--- src/rtl/wb_arbiter_2m_pkg.sv ---
// Shared constants for the two-master Wishbone arbiter: FSM state codes,
// one-hot grant patterns and the default watchdog timeout.
package wb_arbiter_2m_pkg;

    // Arbiter FSM state encodings
    localparam logic [1:0] ARB_IDLE = 2'd0;
    localparam logic [1:0] ARB_GNT0 = 2'd1;
    localparam logic [1:0] ARB_GNT1 = 2'd2;

    // One-hot grant patterns, {m1, m0}
    localparam logic [1:0] GNT_NONE = 2'b00;
    localparam logic [1:0] GNT_M0   = 2'b01;
    localparam logic [1:0] GNT_M1   = 2'b10;

    localparam int unsigned DEFAULT_TIMEOUT = 255;

    // Identity of the master that owned the bus most recently
    typedef enum logic {
        MST_M0 = 1'b0,
        MST_M1 = 1'b1
    } master_e;

endpackage

--- src/rtl/wb_arbiter_2m_wb_watchdog.sv ---
// Bus watchdog: counts strobe cycles without a slave response and fires a
// single-cycle pulse when the wait reaches TIMEOUT cycles.
module wb_watchdog #(
    parameter int unsigned TIMEOUT = 255,
    parameter int unsigned TO_W    = 8
) (
    input  logic clk,
    input  logic rst,
    input  logic stb,
    input  logic done,
    output logic fire
);

    logic [TO_W-1:0] count_q;
    logic [TO_W-1:0] count_d;

    // Fire on the TIMEOUT-th unanswered strobe cycle; a response that cycle wins
    always_comb begin
        fire    = stb && !done && (count_q == TO_W'(TIMEOUT - 1));
        count_d = count_q + 1'b1;
        if (!stb || done || fire) begin
            count_d = '0;
        end
    end

    // Wait counter register
    always_ff @(posedge clk or posedge rst) begin
        if (rst) begin
            count_q <= '0;
        end else begin
            count_q <= count_d;
        end
    end

endmodule

--- src/rtl/wb_arbiter_2m.sv ---
// Two-master, one-slave Wishbone arbiter. Round-robin grant held for a whole
// bus cycle, a one-cycle idle bubble between owners, and a watchdog that
// terminates hung transfers with an error to the owning master.
module wb_arbiter_2m
    import wb_arbiter_2m_pkg::*;
#(
    parameter int unsigned DW      = 32,
    parameter int unsigned AW      = 32,
    parameter int unsigned TIMEOUT = DEFAULT_TIMEOUT,
    parameter int unsigned TO_W    = 8
) (
    input  logic            clk,
    input  logic            rst,
    // master 0 (data port)
    input  logic [DW-1:0]   m0_data_i,
    output logic [DW-1:0]   m0_data_o,
    input  logic [AW-1:0]   m0_addr_i,
    input  logic [DW/8-1:0] m0_sel_i,
    input  logic            m0_we_i,
    input  logic            m0_cyc_i,
    input  logic            m0_stb_i,
    output logic            m0_ack_o,
    output logic            m0_err_o,
    // master 1 (instruction port)
    input  logic [DW-1:0]   m1_data_i,
    output logic [DW-1:0]   m1_data_o,
    input  logic [AW-1:0]   m1_addr_i,
    input  logic [DW/8-1:0] m1_sel_i,
    input  logic            m1_we_i,
    input  logic            m1_cyc_i,
    input  logic            m1_stb_i,
    output logic            m1_ack_o,
    output logic            m1_err_o,
    // slave
    input  logic [DW-1:0]   s_data_i,
    output logic [DW-1:0]   s_data_o,
    output logic [AW-1:0]   s_addr_o,
    output logic [DW/8-1:0] s_sel_o,
    output logic            s_we_o,
    output logic            s_cyc_o,
    output logic            s_stb_o,
    input  logic            s_ack_i,
    input  logic            s_err_i,
    output logic [1:0]      gnt_o
);

    logic [1:0] state_q;
    logic [1:0] state_d;
    master_e    last_gnt_q;
    master_e    last_gnt_d;
    logic       wd_fire;

    wb_watchdog #(
        .TIMEOUT (TIMEOUT),
        .TO_W    (TO_W)
    ) u_watchdog (
        .clk  (clk),
        .rst  (rst),
        .stb  (s_stb_o),
        .done (s_ack_i | s_err_i),
        .fire (wd_fire)
    );

    // Next grant: ties go to the master that did not own the bus last
    always_comb begin
        state_d    = state_q;
        last_gnt_d = last_gnt_q;
        case (state_q)
            ARB_IDLE: begin
                if (m0_cyc_i && m1_cyc_i) begin
                    state_d = (last_gnt_q == MST_M1) ? ARB_GNT0 : ARB_GNT1;
                end else if (m0_cyc_i) begin
                    state_d = ARB_GNT0;
                end else if (m1_cyc_i) begin
                    state_d = ARB_GNT1;
                end
            end
            ARB_GNT0: begin
                if (!m0_cyc_i) begin
                    state_d    = ARB_IDLE;
                    last_gnt_d = MST_M0;
                end
            end
            ARB_GNT1: begin
                if (!m1_cyc_i) begin
                    state_d    = ARB_IDLE;
                    last_gnt_d = MST_M1;
                end
            end
            default: state_d = ARB_IDLE;
        endcase
    end

    // Grant state and round-robin history
    always_ff @(posedge clk or posedge rst) begin
        if (rst) begin
            state_q    <= ARB_IDLE;
            last_gnt_q <= MST_M1;
        end else begin
            state_q    <= state_d;
            last_gnt_q <= last_gnt_d;
        end
    end

    // Bus muxes driven from the registered grant so the slave sees cyc/stb drop at once
    always_comb begin
        s_addr_o  = '0;
        s_data_o  = '0;
        s_sel_o   = '0;
        s_we_o    = 1'b0;
        s_cyc_o   = 1'b0;
        s_stb_o   = 1'b0;
        gnt_o     = GNT_NONE;
        case (state_q)
            ARB_GNT0: begin
                s_addr_o = m0_addr_i;
                s_data_o = m0_data_i;
                s_sel_o  = m0_sel_i;
                s_we_o   = m0_we_i;
                s_cyc_o  = m0_cyc_i;
                s_stb_o  = m0_stb_i;
                gnt_o    = GNT_M0;
            end
            ARB_GNT1: begin
                s_addr_o = m1_addr_i;
                s_data_o = m1_data_i;
                s_sel_o  = m1_sel_i;
                s_we_o   = m1_we_i;
                s_cyc_o  = m1_cyc_i;
                s_stb_o  = m1_stb_i;
                gnt_o    = GNT_M1;
            end
            default: ;
        endcase
    end

    // Responses go only to the granted master; read data is broadcast
    always_comb begin
        m0_ack_o  = s_ack_i & (state_q == ARB_GNT0);
        m1_ack_o  = s_ack_i & (state_q == ARB_GNT1);
        m0_err_o  = (s_err_i | wd_fire) & (state_q == ARB_GNT0);
        m1_err_o  = (s_err_i | wd_fire) & (state_q == ARB_GNT1);
        m0_data_o = s_data_i;
        m1_data_o = s_data_i;
    end

endmodule

--- config.mk ---
export PLATFORM = sky130hd
export DESIGN_NAME = wb_arbiter_2m
export DESIGN_NICKNAME = d
export VERILOG_FILES = /design/src/rtl/wb_arbiter_2m_pkg.sv /design/src/rtl/wb_arbiter_2m_wb_watchdog.sv /design/src/rtl/wb_arbiter_2m.sv
export SDC_FILE = /design/constraint.sdc
export NUM_CORES = 1
export LEC_CHECK = 0
export CORE_AREA = 2 2 124 126
export CTS_CLUSTER_SIZE = 40
export DETAILED_ROUTE_END_ITERATION = 16
export DIE_AREA = 0 0 126 128
export HOLD_SLACK_MARGIN = 0.15
export SYNTH_ARGS = -nofsm -noshare
export SYNTH_HDL_FRONTEND = slang
export SYNTH_SLANG_ARGS = --single-unit
--- constraint.sdc ---
create_clock -name clk -period 4.25 [get_ports clk]
set_clock_uncertainty 0.15 [all_clocks]
set_input_delay 0.6375 -clock clk [delete_from_list [all_inputs] [get_ports clk]]
set_output_delay 0.6375 -clock clk [all_outputs]
set_load 0.05 [all_outputs]
==> run metrics, run 1 <==
adder-cell share of the synthesized area 0.03930; Sequential Power Share 0.054; Hold Vio Cnt, Final 0; largest net degree at the start of global routing 43; clk_lat worst skew 0.24 ns; #FFs+latches synth 11; Sum Neg Setup Slack 0 ns; Root Buffer clkbuf_16; class of the worst hold path reg2reg; post-synthesis instance total 302; kind of start point of the critical path flop; flop2flop setup slack 1.57 ns; PortBufs 222; Initial DRT Pass Iterations 4; Comb power frac 0.876; RSZ-0062 raised after global routing false; sequential area share after synthesis 0.1241; initial antenna violation count 0; Distinct cells, synth 31; maximum clock insertion buffer count 2; cell area after synthesis 2228 µm²; first-pass GRT wire length 14350 µm; PwrDens 583.8 nW/µm²; Cell Count, Final, Fillers Out 633; Post-synth EDFFs 0; syn nets 487; minimum clock period 3.728 ns; CTS Sinks 11; xor/xnor share of the synthesized area 0.01179; main combinational cell family by area after synthesis compound AO/OA/AOI/OAI gates; average footprint of a synthesized cell 7.379 µm²; complex-gate fraction of the synthesized area 0.2886; DRC Markers 0; Fmax 268.2 MHz; Iter 0 DRT Violations 124; cell-by-cell trace of the critical path inv_1 > ha_2 > buf_4 > nor2b_1 > clkdlybuf4s50_1; synth warn 0; internal power 1.068 mW; Post CTS Setup Buffer Count 0; CP Capture Type primary output; row count 45; max-cap violation count 0; Worst Hold Depth 1; die outline height 128 µm; synth top area cells a22oi_1 24%, buf_4 22%, nor2b_1 20%; leakage 1.400 nW; overall power 2.473 mW; Setup WS post-layout 0.5219 ns; ANT nets after route 0; Num CTS Buffers 3; switch share 0.5679; Primary FF master, synth dfrtp_1; fraction of post-synthesis cell area in the top cell type by area 0.2358; biggest cell delay along the critical path 0.82 ns; Clk network pwr share 0.070; die area 16130 µm²; slowest CP cell clkdlybuf4s50_1; Layout area overhead 90.06%; dpl cells 629; WL per Instance 15.88 µm; CTS H-tree lvls 1; Diodes inserted 0; critical path class reg2out; WL final 10050 µm; pre-CTS WS 0.7854 ns; P_sw 1.404 mW; Synth top cells by count 70 x a22oi_1, 70 x nor2b_1, 64 x buf_4, 12 x clkbuf_1, 10 x dfrtp_1; DR vias 2698; number of global-route vias before repair 2642; die width 126 µm; Slew @ Worst Pin 0.6257 ns; core area 14860 µm²; post-route clock period utilization 0.8772; cts repair resizes 0; arrival time of the worst setup path 2.94 ns; post-synthesis mux area share 0; Top Ports 319; Hold Buf Count CTS 0; worst-path fanout max 42; Rel. slew slack 0.5796; GRT Total Usage 0.1091; CTS tree yes; Starting Density 0.1499; fin nets 631; outcome completed; fill count 1584; Slew Limit Fails 0; gr ovfl total 0; Util after Layout 0.2849; share of layout cells above drive strength 1 0.03371; WP data required 3.46 ns; worst reg2reg path depth 6; Yosys top cell by area a22oi_1; Peak supply drop 0.2641 mV; HPWL Detailed 8162 µm; ys async rst share 1.000; clock slew at reported path FFs 0.04 ns; final setup vio count 0; Synth Area in Simple Gates 0.2650; final RePlAce weighted congestion 0.7596; via/cell ratio 4.262
[power groups by stage]
stage                     logic [mW]  registers, mW  clock network [mW]
after floorplan                 1.62          0.133                   0
after global placement          2.16          0.135                   0
after detailed placement        2.17          0.137                   0
after CTS                       2.18          0.135               0.177
after global routing            2.29          0.137               0.181
final                           2.17          0.135               0.173
[final timing paths]
| check | start | end |
|---|---|---|
| max | state_q[1] | s_cyc_o |
| min | u_watchdog.count_q[0] | u_watchdog.count_q[0] |
| max reg2reg | state_q[1] | u_watchdog.count_q[5] |
| min reg2reg | u_watchdog.count_q[0] | u_watchdog.count_q[0] |
| max in group asynchronous | rst | last_gnt_q |
| min in group asynchronous | rst | state_q[0] |
[critical path, delay by kind of cell, from the launching register on]
family	cells	cell delay, ns
buffers and inverters	3	1.32
adders and majority gates	1	0.74
DFF	1	0.39
and+or+nand+nor	1	0.20
[sequential cells by signal, indices dropped and copies added, names as in the netlist]
name                cells
state_q                 2
last_gnt_q              1
u_watchdog.count_q      8
[layout by cell type, fill, tap and decap left out, types with 2 or more instances in the layout]
cell / count
a211oi_1: 2
a21oi_1: 5
a22o_1: 2
a22oi_1: 70
and2_1: 3
buf_4: 5
clkbuf_16: 3
clkdlybuf4s50_1: 222
dfrtp_1: 10
ha_1: 4
ha_2: 3
inv_1: 8
nand2_1: 6
nand3_1: 5
nor2b_1: 70
nor3_1: 6
o21ai_0: 3
o31ai_1: 3
xor2_1: 2
[per-layer routing]
metal  wire length, µm  GRT usage  share of wire  vias to the layer above
met5                 0          0              0                        -
met4               147    0.02586          0.015                        0
met3              1011    0.03422           0.10                       14
met2              5137     0.2024           0.51                      168
met1              3752     0.1215           0.37                     1229
li1                  -          -              -                     1287
[through the flow]
| step | hold WS, ns | cell area [µm²] |
|---|---|---|
| 4_1_cts | 0.3949 | 4235 |
| 3_5_place_dp | 0.3954 | 4156 |
| 5_1_grt | 0.4411 | 4235 |
| 3_3_place_gp | 0.3870 | 4156 |
| 2_1_floorplan | 0.3392 | 2228 |
| 6_report | 0.3899 | 4235 |
[cell families (layout without fill, tap and decap cells)]
| logic type | Yosys count | after routing |
|---|---|---|
| flops | 11 | 11 |
| xor+xnor | 3 | 3 |
| fa+ha+maj | 7 | 7 |
| buf+inv | 96 | 239 |
| simple gates | 97 | 97 |
| compound gates | 88 | 88 |
[final cells by class]
class | count | area [µm²] | area share
clock buffer | 4 | 78.83 | 0.01861
inverter | 8 | 30.03 | 0.007090
timing repair buffer | 227 | 2260 | 0.5335
sequential | 11 | 276.5 | 0.06529
multi-input combinational | 195 | 1355 | 0.3199
tap | 188 | 235.2 | 0.05554
No activity file was read; power rests on OpenSTA's default activity.
==> run 2, diff against run 1 <==
--- a/config.mk
+++ b/config.mk
@@ -5,11 +5,12 @@
 export SDC_FILE = /design/constraint.sdc
 export NUM_CORES = 1
 export LEC_CHECK = 0
-export CORE_AREA = 2 2 124 126
+export CORE_AREA = 2 2 123 125
 export CTS_CLUSTER_SIZE = 40
 export DETAILED_ROUTE_END_ITERATION = 16
-export DIE_AREA = 0 0 126 128
+export DIE_AREA = 0 0 125 127
 export HOLD_SLACK_MARGIN = 0.15
 export SYNTH_ARGS = -nofsm -noshare
 export SYNTH_HDL_FRONTEND = slang
+export SYNTH_HIERARCHICAL = 1
 export SYNTH_SLANG_ARGS = --single-unit
==> run metrics, run 2 <==
Iter 0 DRT Violations 87 (-30%); synth top area cells a22oi_1 23%, buf_4 22%, nor2b_1 20%; cell area after synthesis 2267 µm² (+1.7%); slowest CP cell clkdlybuf4s50_1; GRT Total Usage 0.1094 (+0.0002598); sequential area share after synthesis 0.1220 (-0.002123); CTS tree yes; overall power 2.553 mW (+3.2%); post-synthesis mux area share 0 (unchanged); most common cell in the netlist nor2b_1; WL per Instance 15.48 µm (-2.5%); cts repair resizes 0 (unchanged); CP Capture Type primary output; RSZ-0062 raised after global routing false; Starting Density 0.1572 (+0.007267); fin nets 631 (unchanged); biggest cell delay along the critical path 0.80 ns (-0.02 ns); Top Ports 319 (unchanged); largest reg by FF count u_watchdog/count_q; CTS H-tree lvls 1 (unchanged); reg-to-reg critical path startpoint state_q[0]; complex-gate fraction of the synthesized area 0.2942 (+0.005548); Sequential Power Share 0.054 (about the same); xor/xnor share of the synthesized area 0.01159 (-0.0002017); #FFs+latches synth 11 (unchanged); die outline height 127 µm (-0.78%); die width 125 µm (-0.79%); biggest registers after layout u_watchdog/count_q: 8 flops, state_q: 2 flops, last_gnt_q: 1 flops; largest net degree at the start of global routing 37 (-14%); PortBufs 222 (unchanged); Slew @ Worst Pin 0.5903 ns (-0.03545 ns); Hold Path End last_gnt_q; row count 44 (-2.2%); synth warn 6 (+6); max-cap violation count 0 (unchanged); gr ovfl total 0 (unchanged); CTS Sinks 11 (unchanged); Slew Limit Fails 0 (unchanged); Fmax 268.5 MHz (about the same); Post CTS Setup Buffer Count 0 (unchanged); Largest register FFs 8 (unchanged); WL final 9735 µm (-3.1%); cell-by-cell trace of the critical path clkdlybuf4s50_1 > or2_2 > nand2b_1 > nor3_1 > o21a_1 > clkdlybuf4s50_1; PwrDens 600.1 nW/µm² (+2.8%); Rel. slew slack 0.6052 (+0.02561); fill count 1540 (-2.8%); DRC Markers 0 (unchanged); Primary FF master, synth dfrtp_1; via/cell ratio 4.335 (+1.7%); HP Start last_gnt_q; average footprint of a synthesized cell 7.532 µm² (+2.1%); R2R Path End u_watchdog/count_q[2]; ys async rst share 1.000 (unchanged); final setup vio count 0 (unchanged); Peak supply drop 0.2648 mV (+0.28%); HPWL Detailed 7966 µm (-2.4%); commonest non-fill, non-tap cell in the layout clkdlybuf4s50_1; ANT nets after route 0 (unchanged); Sum Neg Setup Slack 0 ns (unchanged); fraction of post-synthesis cell area in the top cell type by area 0.2318 (-0.004034); Diodes inserted 0 (unchanged); Synth Area in Simple Gates 0.2588 (-0.006190); WP data required 3.46 ns (about the same); Hold Vio Cnt, Final 0 (unchanged); core area 14420 µm² (-3.0%); Initial DRT Pass Iterations 4 (unchanged); P_sw 1.453 mW (+3.4%); syn nets 486 (-0.21%); Synth top cells by count 71 x nor2b_1, 70 x a22oi_1, 66 x buf_4, 15 x buf_2, 10 x dfrtp_1; Layout area overhead 87.64%; most used cell, CP clkdlybuf4s50_1; arrival time of the worst setup path 2.94 ns (about the same); Worst Hold Depth 2 (+1); clock slew at reported path FFs 0.04 ns (about the same); worst reg2reg path depth 6 (unchanged); Hold Buf Count CTS 0 (unchanged); switch share 0.5690 (+0.001106); outcome completed; Distinct cells, synth 35 (+13%); Clk network pwr share 0.069 (about the same); post-route clock period utilization 0.8763 (about the same); clk_lat worst skew 0.24 ns (about the same); leading cell types in the layout, fill and taps excluded 222 x clkdlybuf4s50_1, 71 x nor2b_1, 70 x a22oi_1; leakage 1.429 nW (+2.1%); number of global-route vias before repair 2744 (+3.9%); kind of start point of the critical path primary input; main combinational cell family by area after synthesis compound AO/OA/AOI/OAI gates; maximum clock insertion buffer count 2 (unchanged); DR vias 2727 (+1.1%); Post-synth EDFFs 0 (unchanged); flop2flop setup slack 2.38 ns (+0.81 ns); critical path class in2out; class of the worst hold path reg2reg; internal power 1.100 mW (+3.0%); minimum clock period 3.724 ns (-0.003689 ns); share of layout cells above drive strength 1 0.04045 (+0.006742); Comb power frac 0.878 (+0.002); post-synthesis instance total 301 (-0.33%); initial antenna violation count 0 (unchanged); first-pass GRT wire length 14420 µm (+0.53%); final RePlAce weighted congestion 0.7756 (+2.1%); worst-path fanout max 4 (-90%); adder-cell share of the synthesized area 0.03863 (-0.0006724); Num CTS Buffers 3 (unchanged); Root Buffer clkbuf_16; die area 15880 µm² (-1.6%); Yosys top cell by area a22oi_1
## run 2: cell types whose count changed in the layout (fill, tap and decap cells not counted), sizes merged, moves of 3 or more
cell,previous run,this run
nor2,0,5
nor3,6,1
nand2,6,2
nand2b,0,3
nand4,1,4
o31ai,3,0
## run 2: worst max-delay path by stage
stage / start / end / slack [ns] / depth (start not counted)
CTS: s_err_i / m0_err_o / 0.56 / 6
global placement: s_err_i / m1_err_o / 0.68 / 6
finish: s_err_i / m0_err_o / 0.53 / 6
floorplan: state_q[0] / m0_err_o / 0.71 / 9
global route: s_err_i / m0_err_o / 0.48 / 6
detailed placement: s_err_i / m0_err_o / 0.58 / 6
## run 2: power groups by stage
stage	logic, mW	registers [mW]	clock network (mW)
floorplan	1.69	0.134	0
global placement	2.24	0.136	0
detailed placement	2.26	0.138	0
CTS	2.27	0.136	0.179
global route	2.37	0.139	0.187
finish	2.24	0.137	0.175
## run 2: metal layers
layer	global-route usage	up-vias	wire length, µm	share of wire
li1	-	1281	-	-
met1	0.1294	1285	3857	0.40
met2	0.2008	139	5004	0.51
met3	0.02513	22	744	0.076
met4	0.02614	0	129	0.013
met5	0	-	0	0
## run 2: worst max-delay path, delay by kind of cell
family,cells,cell delay [ns]
compound gates,1,0.18
buf+inv,2,1.25
simple gates,3,0.86
## run 2: final cells by class
type                            count  area, µm²  area share
Clock buffer                        4      78.83     0.01853
Inverter                            7      26.28    0.006176
Multi-Input combinational cell    195       1375      0.3232
Sequential cell                    11      276.5     0.06500
Tap cell                          184      230.2     0.05412
Timing Repair Buffer              228       2267      0.5329
## run 2: per-stage QoR
step / setup slack, ns / hold slack (ns) / utilization / instances / area [µm²]
3_5_place_dp: 0.5772 / 0.3413 / 0.2895 / 625 / 4175
3_3_place_gp: 0.6763 / 0.3245 / 0.2895 / 625 / 4175
2_1_floorplan: 0.7118 / 0.2404 / - / 301 / 2267
4_1_cts: 0.5637 / 0.3483 / 0.2949 / 629 / 4254
5_1_grt: 0.4800 / 0.3736 / 0.2949 / 629 / 4254
6_report: 0.5256 / 0.3479 / 0.2949 / 629 / 4254
## run 2: logic make-up after synthesis
logic type,Yosys count
xor gates and xnor gates,3
buffers and inverters,95
and+or+nand+nor,96
DFF,11
AOI/OAI and AO/OA,89
adders and majority gates,7
